==> src/rtl/serial_alu.sv <==
// serial_alu: chunk-serial add/sub/compare core. Operands are consumed
// CHUNK bits per clock, LS chunk first, with the inter-chunk carry held in
// a register. Result and Z/N/H/C flags publish together on the done edge.
module serial_alu #(
  parameter int WIDTH  = 8,
  parameter int CHUNK  = 4,
  parameter int HC_BIT = 3
) (
  input  logic             i_Clk,
  input  logic             i_Reset_n,
  input  logic             i_Start,
  input  logic [2:0]       i_Op,
  input  logic [WIDTH-1:0] i_A,
  input  logic [WIDTH-1:0] i_B,
  input  logic             i_Carry,
  output logic             o_Busy,
  output logic             o_Done,
  output logic [WIDTH-1:0] o_Result,
  output logic             o_Z,
  output logic             o_N,
  output logic             o_H,
  output logic             o_C
);

  localparam int NCH      = WIDTH / CHUNK;
  localparam int CW       = (NCH > 1) ? $clog2(NCH) : 1;
  // Chunk whose top bit is HC_BIT; when no chunk qualifies (CHUNK == WIDTH)
  // the half-carry falls back to the final carry.
  localparam int HC_IDX_R = (HC_BIT + 1) / CHUNK - 1;
  localparam int HC_IDX   = (HC_IDX_R < 0 || HC_IDX_R > NCH - 1) ? NCH - 1 : HC_IDX_R;
  localparam logic [CW-1:0] LAST_CNT = CW'(NCH - 1);
  localparam logic [CW-1:0] HC_CNT   = CW'(HC_IDX);

  localparam logic [2:0] OP_ADC = 3'd1;
  localparam logic [2:0] OP_SUB = 3'd2;
  localparam logic [2:0] OP_SBC = 3'd3;
  localparam logic [2:0] OP_CP  = 3'd4;

  typedef enum logic {IDLE, RUN} state_t;
  state_t state, state_nx;

  logic [WIDTH-1:0] a_sh, b_sh, a_keep, sum_sh;
  logic [CW-1:0]    cnt;
  logic             carry, hc_raw, is_sub, is_cp;

  logic             op_sub, op_cin;
  logic [WIDTH-1:0] b_in;
  logic [CHUNK:0]   csum;
  logic [WIDTH+CHUNK-1:0] sum_cat;
  logic [WIDTH-1:0] sum_new;
  logic             last, h_src;

  // Request decode: subtraction is A + ~B + ~borrow_in.
  always_comb begin
    op_sub = (i_Op == OP_SUB) || (i_Op == OP_SBC) || (i_Op == OP_CP);
    op_cin = op_sub ? ~((i_Op == OP_SBC) & i_Carry) : ((i_Op == OP_ADC) & i_Carry);
    b_in   = op_sub ? ~i_B : i_B;
  end

  // One chunk of the adder plus the result shift-in (new chunk enters at the top).
  always_comb begin
    csum    = {1'b0, a_sh[CHUNK-1:0]} + {1'b0, b_sh[CHUNK-1:0]} + {{CHUNK{1'b0}}, carry};
    sum_cat = {csum[CHUNK-1:0], sum_sh};
    sum_new = sum_cat[WIDTH+CHUNK-1:CHUNK];
    last    = (cnt == LAST_CNT);
    h_src   = (cnt == HC_CNT) ? csum[CHUNK] : hc_raw;
  end

  // State register.
  always_ff @(posedge i_Clk or negedge i_Reset_n) begin
    if (!i_Reset_n) state <= IDLE;
    else            state <= state_nx;
  end

  // Next state: starts are only seen in IDLE, so a start during the done
  // cycle is taken naturally and starts while running are dropped.
  always_comb begin
    state_nx = state;
    case (state)
      IDLE:    if (i_Start) state_nx = RUN;
      RUN:     if (last)    state_nx = IDLE;
      default: state_nx = IDLE;
    endcase
  end

  assign o_Busy = (state == RUN);

  // Datapath: latch on start, shift one chunk per RUN cycle, publish on last.
  always_ff @(posedge i_Clk or negedge i_Reset_n) begin
    if (!i_Reset_n) begin
      a_sh     <= '0;
      b_sh     <= '0;
      a_keep   <= '0;
      sum_sh   <= '0;
      cnt      <= '0;
      carry    <= 1'b0;
      hc_raw   <= 1'b0;
      is_sub   <= 1'b0;
      is_cp    <= 1'b0;
      o_Done   <= 1'b0;
      o_Result <= '0;
      o_Z      <= 1'b0;
      o_N      <= 1'b0;
      o_H      <= 1'b0;
      o_C      <= 1'b0;
    end else begin
      o_Done <= 1'b0;
      if (state == IDLE) begin
        if (i_Start) begin
          a_sh   <= i_A;
          a_keep <= i_A;
          b_sh   <= b_in;
          carry  <= op_cin;
          is_sub <= op_sub;
          is_cp  <= (i_Op == OP_CP);
          cnt    <= '0;
          hc_raw <= 1'b0;
        end
      end else begin
        a_sh   <= a_sh >> CHUNK;
        b_sh   <= b_sh >> CHUNK;
        sum_sh <= sum_new;
        carry  <= csum[CHUNK];
        cnt    <= cnt + 1'b1;
        if (cnt == HC_CNT) hc_raw <= csum[CHUNK];
        if (last) begin
          o_Done   <= 1'b1;
          o_Result <= is_cp ? a_keep : sum_new;
          o_Z      <= (sum_new == '0);
          o_N      <= is_sub;
          o_H      <= is_sub ? ~h_src : h_src;
          o_C      <= is_sub ? ~csum[CHUNK] : csum[CHUNK];
        end
      end
    end
  end

endmodule

==> config.mk <==
export PLATFORM = sky130hd
export DESIGN_NAME = serial_alu
export DESIGN_NICKNAME = d
export VERILOG_FILES = /design/src/rtl/serial_alu.sv
export SDC_FILE = /design/constraint.sdc
export NUM_CORES = 1
export LEC_CHECK = 0
export ABC_AREA = 1
export CAP_MARGIN = 20
export CELL_PAD_IN_SITES_DETAIL_PLACEMENT = 0
export CELL_PAD_IN_SITES_GLOBAL_PLACEMENT = 1
export CORE_UTILIZATION = 42
export CTS_CLUSTER_DIAMETER = 30
export CTS_CLUSTER_SIZE = 8
export DETAILED_ROUTE_END_ITERATION = 6
export HOLD_SLACK_MARGIN = 0.08
export PLACE_DENSITY = 0.94
export SLEW_MARGIN = 25
export SYNTH_ARGS = -nofsm -noshare
export SYNTH_HDL_FRONTEND = slang
export SYNTH_SLANG_ARGS = --single-unit
==> constraint.sdc <==
create_clock -name i_Clk -period 4.45 [get_ports i_Clk]
set_input_delay 0.445 -clock i_Clk [delete_from_list [all_inputs] [get_ports i_Clk]]
set_output_delay 0.445 -clock i_Clk [all_outputs]
set_load 0.02 [all_outputs]
# Yosys cells after proc, flatten, opt, wreduce, memory -nomap -nowiden
# Index checks and enable logic that the tools add are counted.
# op_classes
bitwise,7
reduce_logical,6
add_sub_neg,3
eq_ne,4
mux,20
# ops
cell,count
8-bit two-way mux,6
1-bit two-way mux,13
8-bit logical NOT,1
8-bit inverter,1
"3-bit by 2-bit == test with 1-bit output, second input constant",2
4-bit by 4-bit adder with 5-bit output,1
5-bit by 1-bit adder with 5-bit output,1
1-bit inverter,4
2-bit AND reduction,2
"3-bit by 1-bit == test with 1-bit output, second input constant",1
"3-bit == test, second input constant",1
1-bit bitwise AND,2
1-bit logical OR,2
1-bit case mux with 2 select lines,1
2-bit nonzero test,1
"1-bit adder, second input constant",1
# totals
register_bits,51
out_inout_bits,14
elab_cells,56

# Longest topological paths before layout
# Gate-level depths: netlist of the first run.
# depth
word_depth,6
ltp_mapped,7
ltp_nobuf,7

# Least setup slack after synthesis of the first run
# Ideal clock, no wire load.
# synth_timing
path_kind,flip-flop to flip-flop
start,register a_sh[0]
end,register carry
arrival_time_ns,1.617
required_ns,4.324
path_stages_with_launch,7
setup_slack_ns,2.708
synth_period_minus_slack_ns,1.742
setup_ns,0.126
path_cell_list,dfrtp_1 > fa_1 > fa_1 > nand3_1 > nand2_1 > a21boi_0 > o21ai_1
# synth_via
elab_chain_cells,3
# synth_rtl
item,line_no,rtl
start: declaration,42,"logic [WIDTH-1:0] a_sh, b_sh, a_keep, sum_sh;"
start signal: assignment,110,a_sh <= i_A;
start signal: assignment,120,a_sh <= a_sh >> CHUNK;
4-bit by 4-bit adder with 5-bit output,62,"csum = {1'b0, a_sh[CHUNK-1:0]} + {1'b0, b_sh[CHUNK-1:0]} + {{CHUNK{1'b0}}, carry};"
5-bit by 1-bit adder with 5-bit output,62,
1-bit two-way mux,108,if (state == IDLE) begin
end signal: assignment,113,carry <= op_cin;
end signal: assignment,123,carry <= csum[CHUNK];
end: declaration,44,"logic carry, hc_raw, is_sub, is_cp;"
# Every way passes these cells.
# A chain may end at the register's enable or synchronous reset.

# Final worst setup path of the first run
# layout_timing
start,register state (netlist: o_Busy)
end,output o_Busy
# layout_lines
item,line_no,rtl
start: declaration,40,"state_t state, state_nx;"
start signal: assignment,72,else state <= state_nx;
end: declaration,16,"output logic o_Busy,"
# No word-level cell between the ends.

==> metrics list, run 1 <==
- Status: finished clean
- Clock sink count: between 40 and 50
- Worst supply voltage drop on vdd: 0.2126 mV
- Die outline height: 74.99 um
- During synthesis, Yosys emitted a total of 0 warnings.
* Crit end category: output pin
- Worst hold slack: about 140 ps
* Cell family with most CP delay: flip-flops
- Global routing finished with a remaining overflow of 0.
- The worst path needs around 2400 ps of the cycle, external delays included.
- The initial utilization of the core area, before any placement, comes to 43.80%.
- Net switching is between 30% and 40% of the power.
- Gates resized during post-CTS repair numbered 0.
- The pre-antenna-repair detailed-routing pass consisted of 4 iterations.
* Number of buffers created by CTS: 5
- From synthesis to final layout, the design area changed by 21.14%.
- Mean instance size in the synthesized netlist: roughly 8.6 um2
* Post-Synthesis Cell Area: 2237 um2
* Max transition margin: between 30 and 40%
* Top Ports: 37
* Number of buffer and inverter instances along the worst setup path: 1
- After clock tree synthesis, the flow added hold-fix buffers numbering 0.
- Data arrives at the worst endpoint at between 1500 and 2000 ps.
* End-of-flow core utilization: a little over half
- The min-delay analysis places its worst path in the category in2async.
* CP Launch Type: flip-flop
- CP max stage delay: 940 ps
* Max Slew Vio Count: 0
- Share of final-layout standard cells stronger than drive strength 1: 7.850%
* Global Route met1 Usage: approximately 23%
* Number of nets produced by synthesis: 288
* Number of core rows: 26
- GRT busiest layer: met2
* Clk_skew: between 8 and 9 ps
* Initial antenna violation count: 0
- First-pass GRT wire length: 7.100 mm
- Setup violations remaining at the end of the flow were counted as 0.
* Post CTS Setup Buffer Count: 0
- Static power due to leakage: about 1.3 nW
- Total count of hold-check failures in the final report: 0
- Traced cell by cell, the critical path runs through clkdlybuf4s50_1.
* Cell types occupying the most area after synthesis: sky130_fd_sc_hd__dfrtp_1 53%, sky130_fd_sc_hd__nand2_1 15%, sky130_fd_sc_hd__a21oi_1 4.0%, sky130_fd_sc_hd__nor2_1 3.9%, sky130_fd_sc_hd__nand3_1 3.4%
* Wire per inst: approximately 12 um
- Post-synthesis cell type with the largest combined area: sky130_fd_sc_hd__dfrtp_1
- Max-capacitance violation count: 0
- The via count of the first global-routing pass was 1,561.
- Data required time of the critical path: ~4000 ps
- Slew at the pin closest to its max-slew limit: between 900 and 1000 ps
* Number of nets with antenna violations after routing: 0
* Share of the clock period used by the worst path: a little over half
- The clock reaches the later pin of the worst-skew pair after ~300 ps.
* GRT Resource Usage Total: 17.08%
- Horiz. Die Dim: 74.99 um
- Internal power component: 1.091 mW
- Register area share after synthesis: between 50 and 60%
- Synthesis inferred 47 register bits.
- Final Routed Wirelength: ~4.2 mm
* DRC marker count from the first detailed-route iteration: 76
* Power density over the cells: about 670 nW/um2
- 0 antenna diodes ended up in the layout.
- Area of the core: roughly 5000 um2
- The congestion estimate from routability-driven global placement came to 0.7776.
- On the critical path, the stage with the largest delay is an instance of sky130_fd_sc_hd__dfrtp_1.
* Number of remaining DRC errors: 0
- After clock tree synthesis, the clock-pin slew on the worst setup and hold paths is 90 ps.
* DIE AREA: 5623 um2
- Fraction of power consumed by the clock network: between 15 and 20%
- Vias: 1,717
- Detailed placement HPWL: 2.960 mm
- During placement, the flow inserted port buffers numbering 36.
- For this design the total switching power over the nets is around 0.72 mW.
- In the final timing run, aggregate negative setup slack is 0 ps.
- RSZ-0062 raised after global routing: false
- Power share of the combinational group: around two fifths
- Deepest clock path buffer count: 2
- Distinct cell type count after synthesis: 25
- Routed via count divided by cell count: approximately 4.7
* Area fraction of the dominant cell type after synthesis: 52.57%
* Largest net degree at the start of global routing: between 40 and 50
* GR Util met2: between 20% and 30%
* TritonCTS clock tree: yes
- H-Tree Level Count: 2
- Share of power burned in registers: between 40% and 50%
* Biggest fanout along the worst timing path: 25
- Clock Root Buffer: sky130_fd_sc_hd__clkbuf_8
- Total number of nets in the final design: 320
- Gate count of the mapped netlist: between 200 and 300
- The worst setup path is of the reg2out kind.
- Static timing analysis puts the maximum clock frequency at 0.4100 GHz.
* GRT met3 Usage: between 4 and 5%
==> final timing paths <==
check | startpoint | endpoint | slack (ps) | cells past startpoint
worst min register to register | a_keep[0]$_DFFE_PN0P_ | a_keep[0]$_DFFE_PN0P_ | 480 | 2
worst min-delay path | i_Reset_n | o_Result[0]$_DFFE_PN0P_ | 140 | 1
worst max-delay path | o_Busy$_DFF_PN0_ | o_Busy | 2010 | 1
min in group i_Clk | a_keep[0]$_DFFE_PN0P_ | a_keep[0]$_DFFE_PN0P_ | 480 | 2
max in group asynchronous | i_Reset_n | carry$_DFFE_PN0P_ | 3920 | 1
worst max register to register | o_Busy$_DFF_PN0_ | o_Z$_DFFE_PN0P_ | 2480 | 6
==> per-layer routing <==
| metal | vias to the layer above | routed length, um | part of all wire, % |
|---|---|---|---|
| li1 | 904 | - | - |
| met1 | 773 | 2036 | 48 |
| met2 | 34 | 1999 | 47 |
| met3 | 6 | 163 | 3.8 |
| met4 | 0 | 36 | 0.85 |
| met5 | - | 0 | 0 |
==> power by group through the flow <==
stage | sequential, mW | clock [mW] | combinational [mW]
finish | 0.760 | 0.312 | 0.742
global route | 0.788 | 0.333 | 0.851
CTS | 0.763 | 0.316 | 0.751
detailed placement | 0.769 | 0 | 0.747
global placement | 0.766 | 0 | 0.733
floorplan | 0.779 | 0 | 0.499
==> cells in the mapped netlist <==
cell	count
sky130_fd_sc_hd__buf_4	2
sky130_fd_sc_hd__nand2_4	1
sky130_fd_sc_hd__xor2_1	1
sky130_fd_sc_hd__a22oi_1	3
sky130_fd_sc_hd__nand4_1	3
sky130_fd_sc_hd__nand3b_1	1
sky130_fd_sc_hd__nand3_1	15
sky130_fd_sc_hd__nor2_8	1
sky130_fd_sc_hd__o21ai_0	6
sky130_fd_sc_hd__a21oi_1	18
sky130_fd_sc_hd__dfrtp_1	47
sky130_fd_sc_hd__buf_6	4
sky130_fd_sc_hd__fa_1	2
sky130_fd_sc_hd__nor2_1	23
sky130_fd_sc_hd__inv_2	3
sky130_fd_sc_hd__a21boi_0	1
sky130_fd_sc_hd__o21ai_2	6
sky130_fd_sc_hd__nand2_2	2
sky130_fd_sc_hd__nand2_1	88
sky130_fd_sc_hd__o211ai_1	2
sky130_fd_sc_hd__ha_1	3
sky130_fd_sc_hd__o21ai_1	8
sky130_fd_sc_hd__inv_1	14
sky130_fd_sc_hd__nor2_2	1
sky130_fd_sc_hd__buf_2	5
==> final cells by class <==
class	instances	area (um2)
tap	70	87.58
fill	488	2397
inverter	17	63.81
clock inverter	3	43.79
sequential	47	1176
clock buffer	5	68.82
multi-input combinational	185	912.1
timing repair buffer	36	357.8
==> layout by cell type, fill, tap and decap left out <==
master / count
sky130_fd_sc_hd__o21ai_2: 6
sky130_fd_sc_hd__a22oi_1: 3
sky130_fd_sc_hd__o21ai_0: 6
sky130_fd_sc_hd__buf_4: 1
sky130_fd_sc_hd__a21oi_1: 18
sky130_fd_sc_hd__dfrtp_1: 47
sky130_fd_sc_hd__clkdlybuf4s50_1: 35
sky130_fd_sc_hd__fa_1: 2
sky130_fd_sc_hd__nand2_1: 88
sky130_fd_sc_hd__inv_2: 3
sky130_fd_sc_hd__nor2_8: 1
sky130_fd_sc_hd__inv_1: 14
sky130_fd_sc_hd__bufinv_16: 1
sky130_fd_sc_hd__nand2_2: 2
sky130_fd_sc_hd__nand3_1: 15
sky130_fd_sc_hd__xor2_1: 1
sky130_fd_sc_hd__clkinv_4: 1
sky130_fd_sc_hd__a21boi_0: 1
sky130_fd_sc_hd__ha_1: 3
sky130_fd_sc_hd__o21ai_1: 8
sky130_fd_sc_hd__nand2_4: 1
sky130_fd_sc_hd__clkbuf_8: 5
sky130_fd_sc_hd__nand4_1: 3
sky130_fd_sc_hd__nand3b_1: 1
sky130_fd_sc_hd__nor2_1: 23
sky130_fd_sc_hd__clkinv_2: 1
sky130_fd_sc_hd__o211ai_1: 2
sky130_fd_sc_hd__nor2_2: 1
==> stage by stage <==
step	area, um2	setup WS [ps]	cells	power, mW
after floorplan	2237	2708	260	1.278
final	2710	2011	363	1.814
after global routing	2710	1903	363	1.972
after CTS	2708	1998	363	1.830
after detailed placement	2595	2327	355	1.516
after global placement	2595	2349	355	1.499
==> kinds of logic after synthesis <==
| kind of cell | share of synthesized area [%] |
|---|---|
| AOI/OAI and AO/OA | 11.52 |
| xor gates and xnor gates | 0.3916 |
| adders and majority gates | 3.468 |
| buffers and inverters | 6.655 |
| DFF | 52.57 |
| and+or+nand+nor | 25.39 |
==> flip-flops by register name, summed over array words and instances (netlist names) <==
name / count
is_cp: 1
cnt: 1
a_sh: 8
is_sub: 1
o_H: 1
o_Z: 1
sum_sh: 4
o_C: 1
b_sh: 8
o_Done: 1
hc_raw: 1
o_Busy: 1
carry: 1
a_keep: 8
o_N: 1
o_Result: 8
(Power assumes the default switching activity.)
==> run 2, diff against run 1 <==
Settings changed: CORE_UTILIZATION 42 to 36, PLACE_DENSITY 0.94 to 0.87.
Clock period 4.45 ns to 2 ns, I/O delays scaled along.
==> run 2 against run 1 <==
Compared with the run above: final area grew 1.8%; clock power increased by 120%; critical path depth is 5 higher; via count up 5.2%; hold slack improved by 310 ps; setup slack worse by 1900 ps; core utilization decreased by 6.7 points; register-to-register slack lost 2300 ps; power is 130% higher; sequential power up 120%; clock skew decreased by 2.3 ps; critical path type is now reg2reg; critical endpoint is now carry$_DFFE_PN0P_; largest cell class unchanged.
==> metrics list, run 2 (same netlist as run 1, synthesis figures left out) <==
- The clock net sink count came to 47 (unchanged).
- The arrival time at the worst endpoint came to 2050 ps (+60 ps).
- Slew at the pin closest to its max-slew limit: 589.8 ps (-313.0 ps)
- Horiz. Die Dim: 80.83 um (+7.8%)
- Share of power burned in registers: 40.4% (-1.5 points)
- The H-tree depth reported by CTS came to 2 (unchanged).
* Setup Total Neg Slack: 0 ps (unchanged)
- The area of the multi-input gates is 912.1 um2 (unchanged).
- The number of fill cells in the layout came to 610 (+25%).
- The cell area power density was 1488 nW/um2 (+120%).
* Final Routed Wirelength: 4.702 mm (+11%)
- Dividing the final minimum period by the clock period gives between 90 and 100%.
- Setup repair after global routing left no endpoint under its margin.
- TritonCTS built the clock tree.
- DRC marker count from the first detailed-route iteration: 92 (+21%)
- The pin count of the biggest net entering global routing was 48 (unchanged).
- Drt pass-1 iters: 4 (unchanged)
- Number of buffers created by CTS: 5 (unchanged)
* Worst Setup Path Type: reg2reg
- Share of final-layout standard cells stronger than drive strength 1: 9.030% (+1.2 points)
- The clock period could shrink to about 1900 ps.
* Fraction of power consumed by the clock network: 16.5% (-0.7 points)
- The initial antenna violation count is 0 (unchanged).
- The run finished with clean final reports.
- Deepest clock path buffer count: 2 (unchanged)
- The overall power came to 4.105 mW (+130%).
* Area of the core: 5956 um2 (+17%)
- The relative slew slack was 60.68% (+21 points).
- The initial standard-cell utilization of the core was 37.56% (-6.2 points).
* Worst setup startpoint: a_sh[0]$_DFFE_PN0P_
- The count of final max-slew check failures was 0 (unchanged).
- The net switching component of the power came to 1.639 mW (+130%).
- In this run the most critical hold path is launched from i_A[7].
- The post-CTS setup buffer count is 0 (unchanged).
- In this run the critical register-to-register path is launched from a_sh[0]$_DFFE_PN0P_.
- The boundary pin count was 37 (unchanged).
- The number of diodes added for antenna fixing came to 0 (unchanged).
* GRT Resource Usage Total: 16.20% (-0.88 points)
- The worst setup path is launched from a flip-flop.
* Wire per inst: 12.57 um (+7.8%)
- The count of port buffers added during placement came to 36 (unchanged).
- Relative to the synthesized area, the layout overhead comes to 23.32%.
- The top fanout value on the critical path came to 3 (-88%).
- Number of nets with antenna violations after routing: 0 (unchanged)
* Number of core rows: 28 (+7.7%)
- The routability-driven placement congestion ratio was 0.7935 (+2.0%).
- The placed wire-length estimate after detailed placement is 3.355 mm (+13%).
- Worst hold slack: 449.3 ps (+309.9 ps)
- Leaving out fill and tap cells, the most frequent cell in the layout is sky130_fd_sc_hd__nand2_1.
- The internal portion of total power came to 2.466 mW (+130%).
* Number of failing setup endpoints in the final timing report: 0 (unchanged)
- The register cell area after layout came to 1176 um2 (unchanged).
* Peak clock frequency supported by timing: about 0.54 GHz
- Clock Root Buffer: sky130_fd_sc_hd__clkbuf_8
* Total number of nets in the final design: 327 (+2.2%)
* Path category of the worst min-delay check: in2reg
* DIE AREA: 6533 um2 (+16%)
- The endpoint required time on the critical path is 2190 ps (-1820 ps).
- The switching portion of total power is 39.92% (about the same).
* Clk_skew: 6.581 ps (-2.311 ps)
- Vias: 1,806 (+5.2%)
- STA classifies the critical path endpoint as a flip-flop.
* Number of cells after detailed placement: 366 (+3.1%)
* Total count of hold-check failures in the final report: 0 (unchanged)
* Commonest cells after routing, fill and taps aside: 88 x sky130_fd_sc_hd__nand2_1, 47 x sky130_fd_sc_hd__dfrtp_1, 35 x sky130_fd_sc_hd__clkdlybuf4s50_1, 23 x sky130_fd_sc_hd__nor2_1, 18 x sky130_fd_sc_hd__a21oi_1
- The combinational fraction of design power came to 43.1% (+2.2 points).
- Routed via count divided by cell count: 4.829 (+2.1%)
- The via count of the first global-routing pass was 1,762 (+13%).
- The total congestion overflow after global routing is 0 (unchanged).
- Die outline height: 80.83 um (+7.8%)
* Clock latency at the later pin of the worst-skew pair: 300 ps (about the same)
- Clock slew at the register clock pins of the worst setup and hold paths: 90 ps (about the same)
- Max-capacitance violation count: 0 (unchanged)
- Static power due to leakage: 1.311 nW (+2.0%)
* Number of remaining DRC errors: 0 (unchanged)
- First-pass GRT wire length: 8.086 mm (+14%)
* Post-layout instance count excluding filler cells: 374 (+3.0%)
- Worst supply voltage drop on vdd: 0.5331 mV (+150%)
run 2: final timing paths:
check	end	slack, ps	cells past startpoint
min reg2reg	a_keep[3]$_DFFE_PN0P_	490	2
min in group asynchronous	o_N$_DFFE_PN0P_	500	3
min	a_sh[7]$_DFFE_PN0P_	450	3
max in group asynchronous	o_Result[4]$_DFFE_PN0P_	1090	3
max reg2reg	carry$_DFFE_PN0P_	140	6
max	carry$_DFFE_PN0P_	140	6
run 2: what timing repair did:
action	in CTS	in global routing
resized for setup	0	1
endpoints found under the setup margin	0	1
hold buffers	1	0
hold endpoints to repair	47	0
run 2: critical path, stage by stage (launching register included):
cell,delay (ps)
sky130_fd_sc_hd__dfrtp_1,400
sky130_fd_sc_hd__fa_1,470
sky130_fd_sc_hd__fa_1,420
sky130_fd_sc_hd__nand3_1,130
sky130_fd_sc_hd__nand2_1,100
sky130_fd_sc_hd__a21boi_1,150
sky130_fd_sc_hd__o21ai_1,80
run 2: cell type report:
type	instances	share of cell area, %
clock buffer	6	2.630
clock inverter	1	1.088
inverter	17	2.313
multi-input combinational	185	33.06
sequential	47	42.63
tap	75	3.401
timing repair buffer	43	14.88
run 2: power by group through the flow:
stage               registers (mW)  clock network (mW)  logic, mW
floorplan                     1.73                   0       1.11
global placement              1.67                   0       1.74
detailed placement            1.68                   0       1.77
CTS                           1.67               0.690       1.79
global route                  1.72               0.718       2.02
finish                        1.66               0.677       1.77
run 2: layer usage:
metal  vias up  global-route usage [%]  part of all wire, %
li1        914                       -                    -
met1       844                   21.34                   48
met2        41                   26.72                   47
met3         7                   2.022                  3.3
met4         0                   6.964                  1.9
met5         -                       0                    0
run 2: metrics by stage:
stage	utilization, %	instance area, um2	setup WS, ps
floorplan	-	2237	257.7
global placement	44.43	2646	174.1
detailed placement	44.43	2646	96.06
CTS	46.32	2759	79.85
global route	46.32	2759	17.44
finish	46.32	2759	138.7
